==> config.mk <==
export PLATFORM = sky130hd
export DESIGN_NAME = rom_fetch_unit
export DESIGN_NICKNAME = d
export VERILOG_FILES = /design/src/rtl/rom_fetch_pkg.sv /design/src/rtl/fetch_fifo.sv /design/src/rtl/rom_fetch_unit.sv
export SDC_FILE = /design/constraint.sdc
export NUM_CORES = 1
export LEC_CHECK = 0
export CAP_MARGIN = 40
export CORE_MARGIN = 2
export CORE_UTILIZATION = 50
export DETAILED_ROUTE_END_ITERATION = 6
export PLACE_DENSITY = 0.75
export SLEW_MARGIN = 5
export SYNTH_ARGS = -nofsm -noshare
export SYNTH_HDL_FRONTEND = slang
export SYNTH_HIERARCHICAL = 1
export SYNTH_SLANG_ARGS = --single-unit
==> constraint.sdc <==
create_clock -name CLK -period 2.8 [get_ports CLK]
set_input_delay 0.42 -clock CLK [delete_from_list [all_inputs] [get_ports CLK]]
set_output_delay 0.42 -clock CLK [all_outputs]
set_load 0.01 [all_outputs]
==> src/rtl/rom_fetch_pkg.sv <==
// Shared constants and the prefetch buffer entry type for the ROM fetch front-end.
package rom_fetch_pkg;

   localparam int FETCH_ADDR_W = 8;
   localparam int FETCH_DATA_W = 8;
   localparam logic [FETCH_ADDR_W-1:0] FETCH_RESET_VECTOR = 8'h00;

   typedef struct packed {
      logic [FETCH_DATA_W-1:0] data;
      logic [FETCH_ADDR_W-1:0] addr;
   } fetch_entry_t;

endpackage

==> src/rtl/fetch_fifo.sv <==
// Small synchronous FIFO of fetched bytes; flush wins over push and pop.
// DEPTH must be a power of 2 so the pointers wrap naturally.
module fetch_fifo
   import rom_fetch_pkg::*;
#(
   parameter type entry_t = fetch_entry_t,
   parameter int  DEPTH   = 4
) (
   input  logic                   clk,
   input  logic                   rst_n,
   input  logic                   push,
   input  entry_t                 push_entry,
   input  logic                   pop,
   input  logic                   flush,
   output entry_t                 head,
   output logic [$clog2(DEPTH):0] count,
   output logic                   empty
);

   localparam int PTR_W = $clog2(DEPTH);
   localparam int CNT_W = PTR_W + 1;

   entry_t           mem [DEPTH];
   logic [PTR_W-1:0] wr_ptr;
   logic [PTR_W-1:0] rd_ptr;
   logic             full;
   logic             do_push;
   logic             do_pop;

   assign empty   = (count == '0);
   assign full    = (count == CNT_W'(DEPTH));
   assign do_push = push && !full && !flush;
   assign do_pop  = pop && !empty && !flush;

   // An empty buffer presents zeros so the head is clean straight out of reset.
   assign head = empty ? '0 : mem[rd_ptr];

   always_ff @(posedge clk) begin
      if (do_push) begin
         mem[wr_ptr] <= push_entry;
      end
   end

   always_ff @(posedge clk or negedge rst_n) begin
      if (!rst_n) begin
         wr_ptr <= '0;
         rd_ptr <= '0;
         count  <= '0;
      end else if (flush) begin
         wr_ptr <= '0;
         rd_ptr <= '0;
         count  <= '0;
      end else begin
         if (do_push) begin
            wr_ptr <= wr_ptr + PTR_W'(1);
         end
         if (do_pop) begin
            rd_ptr <= rd_ptr + PTR_W'(1);
         end
         count <= count + CNT_W'(do_push) - CNT_W'(do_pop);
      end
   end

endmodule

==> src/rtl/rom_fetch_unit.sv <==
// Instruction fetch front-end: PC-driven ROM reads, one-cycle latency capture, prefetch FIFO.
// Define ROM_FETCH_HALT_EN to add a HALT input that stops issuing new ROM reads.
module rom_fetch_unit
   import rom_fetch_pkg::*;
#(
   parameter int                    ADDR_WIDTH   = FETCH_ADDR_W,
   parameter int                    DATA_WIDTH   = FETCH_DATA_W,
   parameter int                    FIFO_DEPTH   = 4,
   parameter logic [ADDR_WIDTH-1:0] RESET_VECTOR = FETCH_RESET_VECTOR
) (
   input  logic                  CLK,
   input  logic                  RESET,
   output logic [ADDR_WIDTH-1:0] ROM_ADDR,
   input  logic [DATA_WIDTH-1:0] ROM_DATA,
   input  logic                  BRANCH_REQ,
   input  logic [ADDR_WIDTH-1:0] BRANCH_ADDR,
   output logic [DATA_WIDTH-1:0] INSTR_DATA,
   output logic [ADDR_WIDTH-1:0] INSTR_ADDR,
   output logic                  INSTR_VALID,
   input  logic                  INSTR_READY
`ifdef ROM_FETCH_HALT_EN
   ,
   input  logic                  HALT
`endif
);

   localparam int CNT_W = $clog2(FIFO_DEPTH) + 1;

   typedef struct packed {
      logic [DATA_WIDTH-1:0] data;
      logic [ADDR_WIDTH-1:0] addr;
   } entry_t;

   logic [ADDR_WIDTH-1:0] pc;
   logic [ADDR_WIDTH-1:0] pend_addr;
   logic                  pend;
   logic [CNT_W-1:0]      count;
   logic [CNT_W-1:0]      occupancy;
   logic                  halted;
   logic                  issue;
   logic                  push;
   logic                  pop;
   logic                  empty;
   entry_t                push_entry;
   entry_t                head;

`ifdef ROM_FETCH_HALT_EN
   assign halted = HALT;
`else
   assign halted = 1'b0;
`endif

   // Credit counts the in-flight byte but not a same-cycle pop, so a push can never meet a full FIFO.
   assign occupancy = count + CNT_W'(pend);
   assign issue     = !BRANCH_REQ && !halted && (occupancy < CNT_W'(FIFO_DEPTH));

   assign push       = pend && !BRANCH_REQ;
   assign push_entry = '{data: ROM_DATA, addr: pend_addr};
   assign pop        = INSTR_VALID && INSTR_READY && !BRANCH_REQ;

   assign ROM_ADDR    = pc;
   assign INSTR_VALID = !empty;
   assign INSTR_DATA  = head.data;
   assign INSTR_ADDR  = head.addr;

   always_ff @(posedge CLK or negedge RESET) begin
      if (!RESET) begin
         pc        <= RESET_VECTOR;
         pend      <= 1'b0;
         pend_addr <= '0;
      end else if (BRANCH_REQ) begin
         pc   <= BRANCH_ADDR;
         pend <= 1'b0;
      end else begin
         pend <= issue;
         if (issue) begin
            pend_addr <= pc;
            pc        <= pc + ADDR_WIDTH'(1);
         end
      end
   end

   fetch_fifo #(
      .entry_t (entry_t),
      .DEPTH   (FIFO_DEPTH)
   ) u_fifo (
      .clk        (CLK),
      .rst_n      (RESET),
      .push       (push),
      .push_entry (push_entry),
      .pop        (pop),
      .flush      (BRANCH_REQ),
      .head       (head),
      .count      (count),
      .empty      (empty)
   );

endmodule

==> run summary <==
WORST SETUP PATH
----------------------------------------------------------------------------
Critical path data arrival time ...............................      2.23 ns
Max Fanout on Critical Path ...................................           16
CP bufs+invs ..................................................            2
Crit path cell chain .......................................... buf_12, mux4_1, nor2b_1, clkdlybuf4s50_1
Kind of start point of the critical path ......................     register
Critical-path top delay cell .................................. sky130_fd_sc_hd__mux4_1
Sort of element at the end of the critical path ...............   output pin
Slowest stage delay, CP .......................................      0.57 ns
Startpoint of the worst register-to-register path ............. u_fifo/count[2]$_DFF_PN0_
Cells on worst reg2reg path ...................................           11
Classification of the worst setup path ........................ register to output pin
Crit path max-delay family .................................... buffers and inverters
Crit Reg-Reg Endpoint ......................................... u_fifo/count[2]$_DFF_PN0_
Worst EP required .............................................      2.38 ns
FF-to-FF setup slack ..........................................      0.38 ns

YOSYS
----------------------------------------------------------------------------
Main combinational cell family by area after synthesis ........ multiplexers
Flip-flop and latch count after synthesis .....................           88
EDFF count, synth .............................................           64
Synthesized-area fraction occupied by and/or/nand/nor cells ...        11.6%
Adder and majority cell fraction of the synthesized area ......        2.74%
Fraction of registers with async set or reset after synthesis .        27.3%
Post-synthesis cell type count ................................           43
Yosys synthesis warning count .................................            6
Top-area cell type share of the netlist area ..................        48.9%
Top cells by area in the synthesized netlist .................. sky130_fd_sc_hd__edfxtp_1 49%, sky130_fd_sc_hd__dfrtp_1 15%, sky130_fd_sc_hd__mux4_1 5.4%
Part of the Yosys area used for sequential elements ...........        64.2%
Synthesized netlist cell count ................................          229
Mean cell area of the mapped netlist ..........................    17.2 um^2
Nets in the synthesized netlist ...............................          257
Multiplexer share of the synthesized area .....................        14.8%
Most common flop cell mapped by yosys ......................... sky130_fd_sc_hd__edfxtp_1
Area leader, netlist .......................................... sky130_fd_sc_hd__edfxtp_1
Synth Area in XOR/XNOR ........................................        1.37%
Netlist area before placement ................................. 0.00393 mm^2
Fraction of the mapped netlist area in compound gates .........        2.61%

STA
----------------------------------------------------------------------------
Final setup vio count .........................................            0
Slew margin rel. ..............................................        50.8%
RSZ-0062 raised after global routing ..........................        false
Setup TNS .....................................................         0 ns
Maximum clock rate ............................................      378 MHz
Count of final max-slew check failures ........................            0
Shortest period the worst path allows .........................      2.65 ns
Final worst path period share .................................        94.5%
Worst setup margin ............................................     0.154 ns
Clock skew after layout .......................................    0.0126 ns
Final-report hold violation count .............................            0
Worst Tran Pin Value ..........................................     0.739 ns

FINISH
----------------------------------------------------------------------------
Area of the multi-input gates ................................. 0.00132 mm^2
Net total in the final layout .................................          316
Antenna diodes ................................................            0
Post-Layout Inst Area ......................................... 0.00473 mm^2
Number of fill cells in the layout ............................          605
Share of cells above drive strength 1 .........................        21.5%
Layout area overhead ..........................................        20.5%
Storage element area .......................................... 0.00252 mm^2
Post-route core utilization ...................................        61.5%

DRT
----------------------------------------------------------------------------
Vias per inst .................................................         5.31
Number of DRC violations after detailed routing ...............            0
Total vias in the final route .................................         2097
Wirelength per Cell ...........................................      16.5 um
DRC marker count from the first detailed-route iteration ......           82
WL final ......................................................      6530 um
Initial DRT Pass Iterations ...................................            4
Antenna viol nets, final ......................................            0

CLOCK NETWORK
----------------------------------------------------------------------------
Clock tree from TritonCTS .....................................          yes
Setup fix buffers added after clock tree synthesis ............            0
Num CTS Buffers ...............................................            9
# H-tree levels ...............................................            3
Clock Latency Late Sink .......................................      0.35 ns
Total clock sinks .............................................           88
Maximum count of clock buffers along a single path ............            2
Clock slew at reported path FFs ...............................      0.09 ns
Root buf cell ................................................. sky130_fd_sc_hd__clkbuf_8

PLACED DESIGN
----------------------------------------------------------------------------
Detailed Place HPWL ...........................................      4220 um
Routability cong. .............................................        0.804
Number of buffer cells added on primary ports .................           44
Dpl cell area ................................................. 0.00454 mm^2
Pre-CTS WS ....................................................    -0.119 ns

GRT
----------------------------------------------------------------------------
Vias in the first global route ................................         2086
Largest net degree at the start of global routing .............           26
Global-route wire length before repair ........................     10600 um
Antenna violations before repair ..............................            0
Global route overflow .........................................            0
GR Util All Layers ............................................        16.7%

POWER AND IR DROP
----------------------------------------------------------------------------
Largest vdd supply drop .......................................     0.279 mV
Total Power ...................................................      2680 uW
Pwr Density ...................................................  568 mW/mm^2
Leakage power .................................................   0.00171 uW

DIE
----------------------------------------------------------------------------
Core outline area ............................................. 0.00769 mm^2
Core Rows .....................................................           32
Vertical die dimension ........................................      92.6 um
Die area ...................................................... 0.00858 mm^2
Starting utilization of the core area .........................        51.1%
Die span in x .................................................      92.6 um
Io pins .......................................................           45

FLOW RUN
----------------------------------------------------------------------------
Maximum capacitance violations ................................            0

RUN STATUS
----------------------------------------------------------------------------
Status ........................................................    completed

HOLD PATH
----------------------------------------------------------------------------
Type of the most critical hold path ........................... primary input to asynchronous set/reset pin

[per-layer routing]
layer	routed length [um]	share of wire (%)	global-route usage, %
met4	70	1.1	5.51
met1	2930	45	21.9
met3	261	4.0	4.31
met5	0	0	0
met2	3270	50	27.4
[logic make-up after synthesis]
kind of cell    Yosys count
flops                    88
simple gates             66
mux                      31
buf+inv                  17
compound gates           15
fa+ha+maj                 8
xor+xnor                  4
[registers in the layout (all words and copies together) (netlist names)]
register,cells
u_fifo/wr_ptr,2
u_fifo/count,3
u_fifo/rd_ptr,2
ROM_ADDR,8
pend_addr,8
pend,1
u_fifo/mem,64
[Yosys cell counts (all sizes together), types with 2 or more instances]
master   n
a22oi    3
nand4    2
o21ai    3
edfxtp  64
nor2b   21
buf      9
nor3b    3
nand2b   4
mux4    16
nor3     5
nor4b    2
inv      7
dfrtp   24
and2     5
a211o    2
nand2    9
mux2i    6
nor2     7
a21oi    3
a41oi    2
xor2     2
nand3    3
xnor2    2
mux2     9
ha       7
[power by group]
group	total (uW)	leakage [uW]	switching [uW]	internal [uW]
Combinational	331	0.000757	137	194
Sequential	1570	0.000872	78.3	1490
Clock	787	0.0000827	458	330
Total	2680	0.00171	673	2010
[how the worst max path moves through the flow]
stage	from	end	slack [ns]	cells after the start
2_1_floorplan	u_fifo/count[2]$_DFF_PN0_	u_fifo/count[2]$_DFF_PN0_	0.08	13
3_3_place_gp	BRANCH_REQ	u_fifo/count[2]$_DFF_PN0_	0.02	13
3_5_place_dp	BRANCH_REQ	u_fifo/count[2]$_DFF_PN0_	-0.12	13
4_1_cts	u_fifo/rd_ptr[1]$_DFFE_PN0P_	INSTR_ADDR[1]	0.11	3
5_1_grt	u_fifo/rd_ptr[0]$_DFFE_PN0P_	INSTR_ADDR[5]	0.04	4
6_report	u_fifo/rd_ptr[0]$_DFFE_PN0P_	INSTR_ADDR[5]	0.15	4
[layout by cell type (no fill, tap or decap), types with 5 or more instances in the layout]
cell type / instances
sky130_fd_sc_hd__ha_1: 7
sky130_fd_sc_hd__mux4_1: 8
sky130_fd_sc_hd__and2_1: 5
sky130_fd_sc_hd__clkbuf_8: 9
sky130_fd_sc_hd__dfrtp_1: 23
sky130_fd_sc_hd__nand2_1: 9
sky130_fd_sc_hd__mux2i_1: 6
sky130_fd_sc_hd__nor2_1: 7
sky130_fd_sc_hd__mux2_4: 8
sky130_fd_sc_hd__nor2b_4: 9
sky130_fd_sc_hd__nor2b_1: 12
sky130_fd_sc_hd__edfxtp_1: 64
sky130_fd_sc_hd__mux4_2: 8
sky130_fd_sc_hd__inv_1: 7
sky130_fd_sc_hd__buf_4: 13
sky130_fd_sc_hd__clkdlybuf4s50_1: 44
[area by class of cell]
class                   instances  share of cell area (%)
clock buffers                   9                    2.62
flip-flops and latches         88                    53.3
well taps                     102                    2.70
repair buffers                 58                    11.8
clock inverters                 7                    1.14
inverters                       7                   0.555
multi-input cells             124                    27.8
[what timing repair did]
action                     in CTS  in global routing
gates resized for setup         0                  3
hold buffers                    0                  0
setup endpoints to repair       0                  1
[per-stage QoR]
step / hold WS [ns] / std cells
global placement: 0.506 / 379
finish: 0.416 / 395
global route: 0.443 / 395
detailed placement: 0.528 / 379
floorplan: 0.124 / 229
CTS: 0.409 / 395
Power figures use the tool's default switching activity.
